**src/rtl/pipe_control_if.sv**
```systemverilog
// Handshake/bus bundle between fetch, pipe_control and the datapath.
// The master modport is the fetch/datapath side; the slave modport is the control unit.
interface pipe_control_if #(
  parameter int MW   = 9,
  parameter int ALUW = 4,
  parameter int CW   = 8
);
  logic [MW-1:0]   instr;
  logic            instr_valid;
  logic            branch_taken;
  logic            Branch;
  logic            MemtoReg;
  logic            MemWrite;
  logic            ALUSrc;
  logic            RegWrite;
  logic            Halt;
  logic [ALUW-1:0] ALUOp;
  logic [1:0]      RegDst;
  logic            ctrl_valid;
  logic            fetch_stall;
  logic [CW-1:0]   illegal_cnt;

  modport master (
    output instr, instr_valid, branch_taken,
    input  Branch, MemtoReg, MemWrite, ALUSrc, RegWrite, Halt,
    input  ALUOp, RegDst, ctrl_valid, fetch_stall, illegal_cnt
  );

  modport slave (
    input  instr, instr_valid, branch_taken,
    output Branch, MemtoReg, MemWrite, ALUSrc, RegWrite, Halt,
    output ALUOp, RegDst, ctrl_valid, fetch_stall, illegal_cnt
  );
endinterface

```
**src/rtl/pipe_control.sv**
```systemverilog
// Registered control decoder for a short in-order pipeline, with a one-cycle
// load-use stall, a branch flush window, a sticky halt and an illegal-opcode counter.
module pipe_control #(
  parameter int MW        = 9,
  parameter int OPW       = 4,
  parameter int ALUW      = 4,
  parameter int FLUSH_CYC = 1,
  parameter int CW        = 8
) (
  input logic           Clk,
  input logic           Reset,
  pipe_control_if.slave bus
);

  typedef enum logic [1:0] {
    RUN     = 2'd0,
    LDSTALL = 2'd1,
    FLUSH   = 2'd2,
    HALTED  = 2'd3
  } state_t;

  typedef struct packed {
    logic            branch;
    logic            memtoreg;
    logic            memwrite;
    logic            alusrc;
    logic            regwrite;
    logic            halt;
    logic [ALUW-1:0] aluop;
    logic [1:0]      regdst;
    logic            valid;
  } ctrl_t;

  localparam logic [3:0]    OP_LOAD    = 4'h0;
  localparam logic [3:0]    OP_HALT    = 4'hA;
  localparam logic [2:0]    FLUSH_LOAD = 3'(FLUSH_CYC - 1);
  localparam logic [CW-1:0] CNT_MAX    = {CW{1'b1}};

  function automatic ctrl_t bubble(input logic halt);
    ctrl_t c;
    c       = '0;
    c.aluop = ALUW'(4'b0111);
    c.halt  = halt;
    return c;
  endfunction

  function automatic ctrl_t decode(input logic [3:0] op);
    ctrl_t c;
    c          = bubble(1'b0);
    c.regwrite = 1'b1;
    c.valid    = 1'b1;
    case (op)
      4'h0: begin c.memtoreg = 1'b1; c.regdst = 2'd1; end
      4'h1: begin c.memwrite = 1'b1; c.regwrite = 1'b0; end
      4'h2: c.aluop = ALUW'(4'b0001);
      4'h3: begin c.aluop = ALUW'(4'b0010); c.branch = 1'b1; c.regwrite = 1'b0; end
      4'h4: c.aluop = ALUW'(4'b0011);
      4'h5: begin c.aluop = ALUW'(4'b0110); c.regdst = 2'd2; end
      4'h6: begin c.aluop = ALUW'(4'b0100); c.alusrc = 1'b1; c.regdst = 2'd1; end
      4'h7: begin c.aluop = ALUW'(4'b0101); c.alusrc = 1'b1; c.regdst = 2'd1; end
      4'h8: begin c.alusrc = 1'b1; c.regdst = 2'd1; end
      4'h9: begin c.aluop = ALUW'(4'b1000); c.regdst = 2'd2; end
      4'hA: begin c.halt = 1'b1; c.regwrite = 1'b0; end
      4'hB: c.aluop = ALUW'(4'b1010);
      4'hC: c.aluop = ALUW'(4'b1011);
      4'hD: begin c.aluop = ALUW'(4'b0100); c.regdst = 2'd1; end
      4'hE: begin c.aluop = ALUW'(4'b0101); c.regdst = 2'd1; end
      default: c = bubble(1'b0);
    endcase
    return c;
  endfunction

  state_t         state_q, state_d;
  ctrl_t          ctrl_q, ctrl_d;
  logic [2:0]     flush_cnt_q, flush_cnt_d;
  logic [CW-1:0]  illegal_cnt_q, illegal_cnt_d;
  logic [OPW-1:0] opcode;
  logic           op_illegal;

  assign opcode     = bus.instr[MW-1 -: OPW];
  assign op_illegal = (opcode[3:0] == 4'hF) || ((opcode >> 3'd4) != {OPW{1'b0}});

  always_comb begin
    state_d       = state_q;
    ctrl_d        = bubble(1'b0);
    flush_cnt_d   = flush_cnt_q;
    illegal_cnt_d = illegal_cnt_q;
    if (state_q == HALTED) begin
      ctrl_d = bubble(1'b1);
    end else if (bus.branch_taken) begin
      // The instruction in the branch slot is squashed, then FLUSH_CYC cycles are spent in FLUSH.
      state_d     = FLUSH;
      flush_cnt_d = FLUSH_LOAD;
    end else begin
      case (state_q)
        RUN: begin
          if (!bus.instr_valid) begin
            state_d = RUN;
          end else if (op_illegal) begin
            if (illegal_cnt_q != CNT_MAX) begin
              illegal_cnt_d = illegal_cnt_q + CW'(1);
            end else begin
              illegal_cnt_d = illegal_cnt_q;
            end
          end else begin
            ctrl_d = decode(opcode[3:0]);
            if (opcode[3:0] == OP_LOAD) begin
              state_d = LDSTALL;
            end else if (opcode[3:0] == OP_HALT) begin
              state_d = HALTED;
            end else begin
              state_d = RUN;
            end
          end
        end
        LDSTALL: state_d = RUN;
        FLUSH: begin
          if (flush_cnt_q == 3'd0) begin
            state_d = RUN;
          end else begin
            flush_cnt_d = flush_cnt_q - 3'd1;
          end
        end
        default: state_d = RUN;
      endcase
    end
  end

  always_ff @(posedge Clk or posedge Reset) begin
    if (Reset) begin
      state_q       <= RUN;
      ctrl_q        <= bubble(1'b0);
      flush_cnt_q   <= 3'd0;
      illegal_cnt_q <= {CW{1'b0}};
    end else begin
      state_q       <= state_d;
      ctrl_q        <= ctrl_d;
      flush_cnt_q   <= flush_cnt_d;
      illegal_cnt_q <= illegal_cnt_d;
    end
  end

  assign bus.Branch      = ctrl_q.branch;
  assign bus.MemtoReg    = ctrl_q.memtoreg;
  assign bus.MemWrite    = ctrl_q.memwrite;
  assign bus.ALUSrc      = ctrl_q.alusrc;
  assign bus.RegWrite    = ctrl_q.regwrite;
  assign bus.Halt        = ctrl_q.halt;
  assign bus.ALUOp       = ctrl_q.aluop;
  assign bus.RegDst      = ctrl_q.regdst;
  assign bus.ctrl_valid  = ctrl_q.valid;
  assign bus.fetch_stall = (state_q == LDSTALL);
  assign bus.illegal_cnt = illegal_cnt_q;

endmodule

```
**src/flat_wrapper.sv**
```systemverilog
// flat-port wrapper written by rule: the top's interface ports become plain ports
module pipe_control_flat 
#(
  parameter int MW        = 9,
  parameter int OPW       = 4,
  parameter int ALUW      = 4,
  parameter int FLUSH_CYC = 1,
  parameter int CW        = 8
)
  (Clk, Reset, bus_instr, bus_instr_valid, bus_branch_taken, bus_Branch, bus_MemtoReg, bus_MemWrite, bus_ALUSrc, bus_RegWrite, bus_Halt, bus_ALUOp, bus_RegDst, bus_ctrl_valid, bus_fetch_stall, bus_illegal_cnt);
  pipe_control_if #(.MW(MW), .ALUW(ALUW), .CW(CW)) bus_i ();
  input logic Clk;
  input logic Reset;
  input wire logic [$bits(bus_i.instr)-1:0] bus_instr;
  input wire logic [$bits(bus_i.instr_valid)-1:0] bus_instr_valid;
  input wire logic [$bits(bus_i.branch_taken)-1:0] bus_branch_taken;
  output wire logic [$bits(bus_i.Branch)-1:0] bus_Branch;
  output wire logic [$bits(bus_i.MemtoReg)-1:0] bus_MemtoReg;
  output wire logic [$bits(bus_i.MemWrite)-1:0] bus_MemWrite;
  output wire logic [$bits(bus_i.ALUSrc)-1:0] bus_ALUSrc;
  output wire logic [$bits(bus_i.RegWrite)-1:0] bus_RegWrite;
  output wire logic [$bits(bus_i.Halt)-1:0] bus_Halt;
  output wire logic [$bits(bus_i.ALUOp)-1:0] bus_ALUOp;
  output wire logic [$bits(bus_i.RegDst)-1:0] bus_RegDst;
  output wire logic [$bits(bus_i.ctrl_valid)-1:0] bus_ctrl_valid;
  output wire logic [$bits(bus_i.fetch_stall)-1:0] bus_fetch_stall;
  output wire logic [$bits(bus_i.illegal_cnt)-1:0] bus_illegal_cnt;
  assign bus_i.instr = bus_instr;
  assign bus_i.instr_valid = bus_instr_valid;
  assign bus_i.branch_taken = bus_branch_taken;
  assign bus_Branch = bus_i.Branch;
  assign bus_MemtoReg = bus_i.MemtoReg;
  assign bus_MemWrite = bus_i.MemWrite;
  assign bus_ALUSrc = bus_i.ALUSrc;
  assign bus_RegWrite = bus_i.RegWrite;
  assign bus_Halt = bus_i.Halt;
  assign bus_ALUOp = bus_i.ALUOp;
  assign bus_RegDst = bus_i.RegDst;
  assign bus_ctrl_valid = bus_i.ctrl_valid;
  assign bus_fetch_stall = bus_i.fetch_stall;
  assign bus_illegal_cnt = bus_i.illegal_cnt;
  pipe_control #(.MW(MW), .OPW(OPW), .ALUW(ALUW), .FLUSH_CYC(FLUSH_CYC), .CW(CW)) u_core (.Clk(Clk), .Reset(Reset), .bus(bus_i));
endmodule
```
**config.mk**
```make
export PLATFORM = sky130hd
export DESIGN_NAME = pipe_control_flat
export DESIGN_NICKNAME = d
export VERILOG_FILES = /design/src/rtl/pipe_control_if.sv /design/src/rtl/pipe_control.sv /design/src/flat_wrapper.sv
export SDC_FILE = /design/constraint.sdc
export NUM_CORES = 1
export LEC_CHECK = 0
export ABC_CLOCK_PERIOD_IN_PS = 2440
export CORE_MARGIN = 2
export CORE_UTILIZATION = 47
export CTS_CLUSTER_SIZE = 14
export DETAILED_ROUTE_END_ITERATION = 12
export MAX_ROUTING_LAYER = met4
export PLACE_DENSITY = 0.85
export SYNTH_ARGS = -nofsm -noshare
export SYNTH_HDL_FRONTEND = slang
export SYNTH_SLANG_ARGS = --single-unit
```
**constraint.sdc**
```tcl
create_clock -name Clk -period 2.44 [get_ports Clk]
set_input_delay 0.244 -clock Clk [delete_from_list [all_inputs] [get_ports Clk]]
set_output_delay 0.244 -clock Clk [all_outputs]
set_load 0.05 [all_outputs]
```
After elaboration in Yosys (flattened, before gate mapping):

Index checks and enable logic that the tools add are counted.

* bits in registers: 26

* bitwise operators: 2
* muxes and demuxes: 24
* add/sub/neg operators: 2
* equality and inequality tests: 22
* reductions and logical operators: 14

Operators with widths (count)
* 13-bit 2-to-1 mux: 5
* 4-bit case mux with 9 select lines: 1
* 4-bit equality test, second input constant: 8
* 4-bit by 3-bit equality test with 1-bit output, second input constant: 4
* 15-bit OR reduction: 1
* 2-bit 2-to-1 mux: 6
* 12-bit OR reduction: 1
* 3-bit 2-to-1 mux: 3
* 8-bit by 1-bit adder with 8-bit output, second input constant: 1
* 4-bit by 2-bit equality test with 1-bit output, second input constant: 2
* 8-bit inequality test, second input constant: 1
* 2-bit case mux with 2 select lines: 2
* 1-bit 2-to-1 mux: 7
* 3-bit AND reduction: 2
* 6-bit AND reduction: 1
* 2-bit OR reduction: 3
* 6-bit OR reduction: 1
* 2-bit equality test, second input constant: 2
* 4-bit by 1-bit equality test with 1-bit output, second input constant: 1
* 4-bit logical NOT: 1
* 4-bit inequality test, second input constant: 1
* 3-bit logical NOT: 1
* 3-bit by 2-bit inequality test with 1-bit output, second input constant: 1
* 3-bit OR reduction: 1
* 6 further kinds: 7

Logic depth before layout (Yosys ltp):

* depth after elaboration: 8
* mapped depth: 6

Worst setup path before layout:

No wires, ideal clock.

* kind: register -> register
* start: register u_core.illegal_cnt_q[2], in the netlist u_core.bus.illegal_cnt[2]
* end: register u_core.illegal_cnt_q[1], in the netlist u_core.bus.illegal_cnt[1]
* period minus slack after synthesis: 1.789 ns
* data required time: 2.312 ns
* arrival: 1.662 ns
* path buffers: 0
* stages on the path, launching flop included: 4
* path slack: 0.651 ns
* cells stage by stage: dfrtp_1 -> nand4_1 -> o211ai_4 -> mux2_1

* longest elaborated chain between the ends: 2

RTL lines
* from (decl): RTL line pipe_control.sv:76 `logic [CW-1:0] illegal_cnt_q, illegal_cnt_d;`
* from (signal assigned): RTL line pipe_control.sv:134 `illegal_cnt_q <= {CW{1'b0}};`
* from (signal assigned): RTL line pipe_control.sv:139 `illegal_cnt_q <= illegal_cnt_d;`
* 8-bit inequality test: RTL line pipe_control.sv:100 `if (illegal_cnt_q != CNT_MAX) begin`
* 6-bit AND reduction (no line)

No other way between the ends.
A chain may end at the register's enable or synchronous reset.

Worst setup path in the final report:

* start: register u_core.state_q[0]
* end: output port bus_fetch_stall

* longest elaborated chain between the ends: 1

RTL lines
* from (decl): RTL line pipe_control.sv:73 `state_t state_q, state_d;`
* from (signal assigned): RTL line pipe_control.sv:136 `state_q <= state_d;`
* 2-bit by 1-bit equality test with 1-bit output: RTL line pipe_control.sv:152 `assign bus.fetch_stall = (state_q == LDSTALL);`
* to (decl): RTL line flat_wrapper.sv:26 `output wire logic [$bits(bus_i.fetch_stall)-1:0] bus_fetch_stall;`

No other way between the ends.

==> run summary <==
The adder-cell area share of the yosys netlist is 3.59%. The growth of design area from synthesis to finish is 27.2%. The flow ran to the end, and the final reports show no timing, DRC or antenna violations. The share of the core filled with cells in the final layout came out at 62.1%. The number of maximum-capacitance violations came out at 0. After detailed routing, the average wire length per cell comes to 13.1 um. In this run the tightest slew margin relative to its limit is 65.7%. The placement row count is 19. Combinational logic is responsible for 17.2% of the overall power. The internal power of the cells totals 588 uW. The time the worst path needs with I/O delays and setup is 2100 ps. The wire-length estimate of the detail-placed layout is 1.88 mm. The worst reg2reg path depth came out at 3.

The placeable core region is 0.00271 mm2. In the layout the commonest cells are 29 x sky130_fd_sc_hd__clkdlybuf4s50_1, 23 x sky130_fd_sc_hd__dfrtp_1, 12 x sky130_fd_sc_hd__nand2_1. The count of flip-flops with a built-in enable after synthesis is 0. Entering global routing, the biggest net connects 27 pins. The number of fillers in the final layout is 231. The count of buffers from port buffering is 29.

The worst voltage drop across the vdd grid is 0.433 mV. The total power density per cell area is 478 mW/mm2. Traced cell by cell, the critical path runs through nor2b_1, clkdlybuf4s50_1. Setup repair after global routing left no endpoint under its margin. The post-synthesis simple-gate area fraction is 21.6%. The multi-input logic area is 597 um2.

The fraction of synthesized area in multiplexers came out at 3.97%. The count of non-filler cells in the finished layout is 189. The global-route wire length before repair came out at 4.37 mm.

The number of vias in the routed layout is 1024. TritonCTS built the clock tree. The number of gates resized after CTS is 0. The share of cells above drive strength 1 came out at 11.4%. The final max-slew violation count came to 0. In this run the remaining antenna-violating nets after routing total 0. The maximum clock frequency is 0.476 GHz. The number of global-route vias before repair came out at 1045.

The floorplan step set the die height to 57.1 um. The static leakage came out at 0.000745 uW. The clock tree skew after final layout came out at 11.4 ps. The detailed-router iteration count before antenna repair is 5.

The power share of the clock group is 25.7%. Once placement completed, the tool counted placed cells totaling 185. Total power for the finished layout comes to 805 uW. The complex-gate fraction of the synthesized area is 11.3%. The worst setup path is captured at an output pin.

In this run the post-CTS setup repair buffer count came out at 0. The die width is 57.1 um. The synthesis-stage register bit count is 26. The count of endpoints failing hold in the final timing report came out at 0. The clock reaches the later pin of the worst-skew pair after 310 ps. In this run the worst hold path is classified as in2async. The first routing iteration left 18 violations. After detailed routing, the total wire length is 2.49 mm. The post-synthesis cell count is 127.

The minimum hold slack is 265 ps. After clock tree synthesis, the clock-pin slew on the worst setup and hold paths is 140 ps. The number of antenna violations at the first check in global routing is 0. Once the floorplan was initialized, standard cells occupied 48.8% of the core.

The biggest fanout along the worst timing path is 11. The switching part of the total power came out at 27.0%. The setup path with the least slack is of type reg2out. The post-synthesis xor/xnor area fraction is 4.63%. Together, buffers and inverters on the worst path number 1. The number of buffers added by the clock tree synthesis step came out at 3.

The number of DRC violations after detailed routing came out at 0. Each instance of the synthesized netlist takes up on average 10.4 um2. The number of synthesis warnings is 0. After routing, the total negative slack on setup checks comes to 0 ps. The I/O pin count is 35.

For this design, the CTS-stage hold fixing added 0 buffers. Summed over all nets, the switching power comes to 218 uW. The largest family of logic cells by synthesized area is simple AND/OR/NAND/NOR gates. The global-route total usage across every layer is 17.1%. The kind of cell with the highest combined delay along the critical path is buffers and inverters. The number of nets in the synthesized netlist came out at 143. The total inserted antenna cells is 0. The library cell used as clock root buffer is sky130_fd_sc_hd__clkbuf_4.

The aggregate global routing overflow is 0. The final-report setup violation count came out at 0. For the pin with the worst max-slew slack, the measured transition is 513 ps. The synthesized netlist contains 38 unique library cells. The sink count of the clock tree is 26. The number of levels in the clock H-tree came out at 1. The number of nets in the final layout is 175. Routability-driven placement finished with a final weighted congestion of 0.843. For this run, the leading register cell type out of synthesis is sky130_fd_sc_hd__dfrtp_1.

The mapped netlist covers 0.00132 mm2. On the critical path, the stage with the largest delay is an instance of sky130_fd_sc_hd__clkdlybuf4s50_1. The sequential fraction of the synthesis area is 49.4%. The final clock period utilization by the worst path came out at 86.1%. STA puts the critical path data arrival time at 1860 ps.

The maximum count of clock buffers along a single path is 2. The total number of cells along the worst setup path is 2. STA classifies the critical path startpoint as a flop. The sequential cell area in the final layout is 654 um2. Dividing the detail-routed via count by the number of cells gives 5.42. The die area is 0.00326 mm2. The proportion of synthesized flip-flops having asynchronous set or reset is 100%. The library cell used most frequently in the layout, excluding fill and tap cells, is sky130_fd_sc_hd__clkdlybuf4s50_1. The portion of total power attributed to sequential cells came out at 57.1%. The data required time at the worst endpoint came out at 2200 ps. The largest single stage delay on the critical path is 810 ps.
[metrics by stage]
stage                     area, um2  setup slack (ps)
after floorplan                1320               651
after CTS                      1680               327
after global placement         1650               471
final                          1680               339
after global routing           1680               235
after detailed placement       1650               417
[final timing paths]
kind | slack (ps) | endpoint | start
worst max register to register | 680 | u_core.bus.MemtoReg$_DFF_PP0_ | u_core.state_q[1]$_DFFE_PP0P_
min in group Clk | 520 | u_core.bus.illegal_cnt[5]$_DFFE_PP0P_ | u_core.bus.illegal_cnt[5]$_DFFE_PP0P_
max in group asynchronous | 1890 | u_core.bus.ALUOp[1]$_DFF_PP1_ | Reset
worst max-delay path | 340 | bus_fetch_stall | u_core.state_q[0]$_DFFE_PP0P_
worst min register to register | 520 | u_core.bus.illegal_cnt[5]$_DFFE_PP0P_ | u_core.bus.illegal_cnt[5]$_DFFE_PP0P_
worst min-delay path | 260 | u_core.bus.illegal_cnt[6]$_DFFE_PP0P_ | Reset
[synthesized netlist by cell type (all sizes together), types with 3 or more instances]
master	count	area share, %
xor2	5	3.3
o21ai	6	2.3
mux2i	3	2.3
a22o	4	2.6
nand2	12	3.4
nor2	10	2.8
inv	8	2.3
a21oi	3	1.1
nor3	8	4.2
dfrtp	23	43
ha	3	2.8
dfstp	3	6.0
nor2b	3	1.4
nand3	6	2.6
buf	3	2.1
clkbuf	4	1.1
[area by class of cell]
class / count / share of cell area [%]
sequential: 26 / 38.9
multi-input combinational: 86 / 35.4
timing repair buffer: 34 / 19.5
tap: 31 / 2.30
clock buffer: 4 / 2.15
inverter: 8 / 1.78
[worst min-delay path, cell delays in order]
cell and delay [ps]:
sky130_fd_sc_hd__clkdlybuf4s50_1 390, sky130_fd_sc_hd__inv_1 50, sky130_fd_sc_hd__buf_4 300
[state kept, by name (all words and copies together), names as in the netlist]
| signal | cells |
|---|---|
| u_core.bus.ctrl_valid | 1 |
| u_core.bus.ALUOp | 4 |
| u_core.bus.Halt | 1 |
| u_core.bus.Branch | 1 |
| u_core.bus.ALUSrc | 1 |
| u_core.state_q | 2 |
| u_core.bus.MemWrite | 1 |
| u_core.bus.RegDst | 2 |
| u_core.flush_cnt_q | 3 |
| u_core.bus.RegWrite | 1 |
| u_core.bus.illegal_cnt | 8 |
| u_core.bus.MemtoReg | 1 |
[per-layer routing]
metal,routed length [um],share of wire [%],global-route usage [%],vias to the layer above
met1,1110,45,21.1,489
li1,-,-,-,501
met2,1260,51,29.9,32
met4,14,0.56,3.99,0
met3,96,3.9,2.27,2
met5,0,0,-,-
[power by group through the flow]
stage | Clock, uW | Sequential, uW | Combinational (uW)
after global placement | 0 | 467 | 136
after CTS | 216 | 460 | 140
after global routing | 230 | 463 | 151
final | 207 | 460 | 139
after detailed placement | 0 | 468 | 139
after floorplan | 0 | 500 | 57.3
[cell families after synthesis]
kind of cell / Yosys count
and+or+nand+nor: 50
DFF: 26
AOI/OAI and AO/OA: 20
buffers and inverters: 15
xor gates and xnor gates: 7
muxes: 5
adders and majority gates: 4
No activity file was read; power rests on OpenSTA's default activity.
==> RTL edit: new RTL, same settings <==
The 4 states of `state_t` get a one-hot encoding in 4 bits.
--- a/src/rtl/pipe_control.sv
+++ b/src/rtl/pipe_control.sv
@@ -12,11 +12,11 @@
   pipe_control_if.slave bus
 );
 
-  typedef enum logic [1:0] {
-    RUN     = 2'd0,
-    LDSTALL = 2'd1,
-    FLUSH   = 2'd2,
-    HALTED  = 2'd3
+  typedef enum logic [3:0] {
+    RUN     = 4'b0001,
+    LDSTALL = 4'b0010,
+    FLUSH   = 4'b0100,
+    HALTED  = 4'b1000
   } state_t;
 
   typedef struct packed {
Behaviour: no difference found for any inputs over 10 cycles, from zero or initial values and one cycle with Reset high; not proved beyond that.
==> RTL edit against the original RTL <==
- setup slack better by 0.11 ns
- sequential cell count rose by 2
- routed wire length grew 11%
- maximum frequency increased by 5.5%
- area after synthesis grew 2.9%
- total power rose by 9.0%
- critical endpoint unchanged
- clock power up 45%
- largest cell class unchanged
- first-iteration DRC count is 56% higher
- worst hold slack got worse by 0.0096 ns
- final area grew 4.8%
==> RTL edit: results (changes against the original RTL) <==
metric;value;unit;change
crit_fanout;5;;was 11
ys_warn_count;0;;unchanged
rr_endpoint;u_core.flush_cnt_q[0];;was u_core.bus.MemtoReg
grt_pass1_wl;4860;µm;was 4370 µm
skew;0.0113;ns;was 0.0114 ns
synthAdderAreaFrac;2.75;%;was 3.59%
synth.mux.area_fraction;1.84;%;was 3.97%
ys_types;45;;was 38
wl_per_cell;14.5;µm;was 13.1 µm
seqPwrFrac;54.5;%;was 57.1%
track_usage;19.3;%;was 17.1%
reg2reg_depth;6;;was 3
dp_hpwl;1970;µm;was 1880 µm
synth_compound_area_share;9.18;%;was 11.3%
vias;1091;;was 1024
ys_seq_area_share;51.8;%;was 49.4%
irDropWorstVdd;0.390;mV;was 0.433 mV
clk_latency;0.33;ns;was 0.31 ns
run_status;complete, no violations;;unchanged
ff2ff_setup_slack;0.59;ns;was 0.68 ns
power_frac_comb;11.3;%;was 17.2%
cp-startpoint;u_core.state_q[3];;was u_core.state_q[0]
synth-xor-area-share;6.43;%;was 4.63%
drive_gt1_share;12.5;%;was 11.4%
drt-met1-wl;1200;µm;was 1110 µm
dr_wl_met3;152;µm;was 96 µm
dpl_cell_area;0.00171;mm²;was 0.00165 mm²
grt_max_degree;29;;was 27
relSlewSlack;66.3;%;was 65.7%
place_congestion;0.792;;was 0.843
cp.arrival;1.75;ns;was 1.86 ns
pwr_density_cell;498;mW/mm²;was 478 mW/mm²
yosys-top-cells-count;dfrtp_1 (24), o21ai_0 (8), xnor2_1 (8), nand2_1 (7), nor2_1 (6);;was dfrtp_1 (23), nand2_1 (12), nor2_1 (10), inv_1 (8), o21ai_0 (6)
drt_pre_antenna_iters;4;;was 5
r2r-start;u_core.flush_cnt_q[0];;was u_core.state_q[1]
## RTL edit: cell count changes after synthesis, sizes merged, moves of 4 or more
cell   unedited run  this run
nor3              8         3
xnor2             2         8
inv               8         4
a22o              4         0
nand2            12         8
o21ai             6        10
## RTL edit: repair_timing
action | in CTS | in global routing
setup endpoints to repair | 0 | 1
resized for setup | 0 | 1
buffers inserted | 0 | 0
## RTL edit: critical path: stages (launching register included)
cell            delay, ns
dfrtp_1              0.45
or2_1                0.32
nor3b_1              0.21
dlymetal6s2s_1       0.44
## RTL edit: how the worst min path moves through the flow
stage | from | endpoint | slack (ns)
finish | Reset | u_core.bus.illegal_cnt[5] | 0.26
global route | Reset | u_core.bus.illegal_cnt[5] | 0.28
CTS | Reset | u_core.bus.illegal_cnt[5] | 0.25
detailed placement | u_core.bus.illegal_cnt[5] | u_core.bus.illegal_cnt[5] | 0.50
global placement | u_core.bus.illegal_cnt[5] | u_core.bus.illegal_cnt[5] | 0.47
floorplan | bus_branch_taken | u_core.state_q[0] | 0.28
## RTL edit: final cells by class
class	count	area (µm²)
clock buffers	3	22.5
clock inverters	1	30.0
fillers	236	993
inverters	4	15.0
multi-input cells	90	622
flip-flops and latches	28	706
well taps	31	38.8
repair buffers	34	330
## RTL edit: per-layer routing
layer	GRT usage [%]	up-vias
met1	23.3	540
met2	34.1	36
li1	-	513
met3	2.90	2
met4	4.65	0
met5	-	-
## RTL edit: stage by stage
step | setup WS (ns) | instances
finish | 0.448 | 191
global route | 0.355 | 191
detailed placement | 0.431 | 187
CTS | 0.0411 | 191
floorplan | 0.322 | 127
global placement | 0.455 | 187
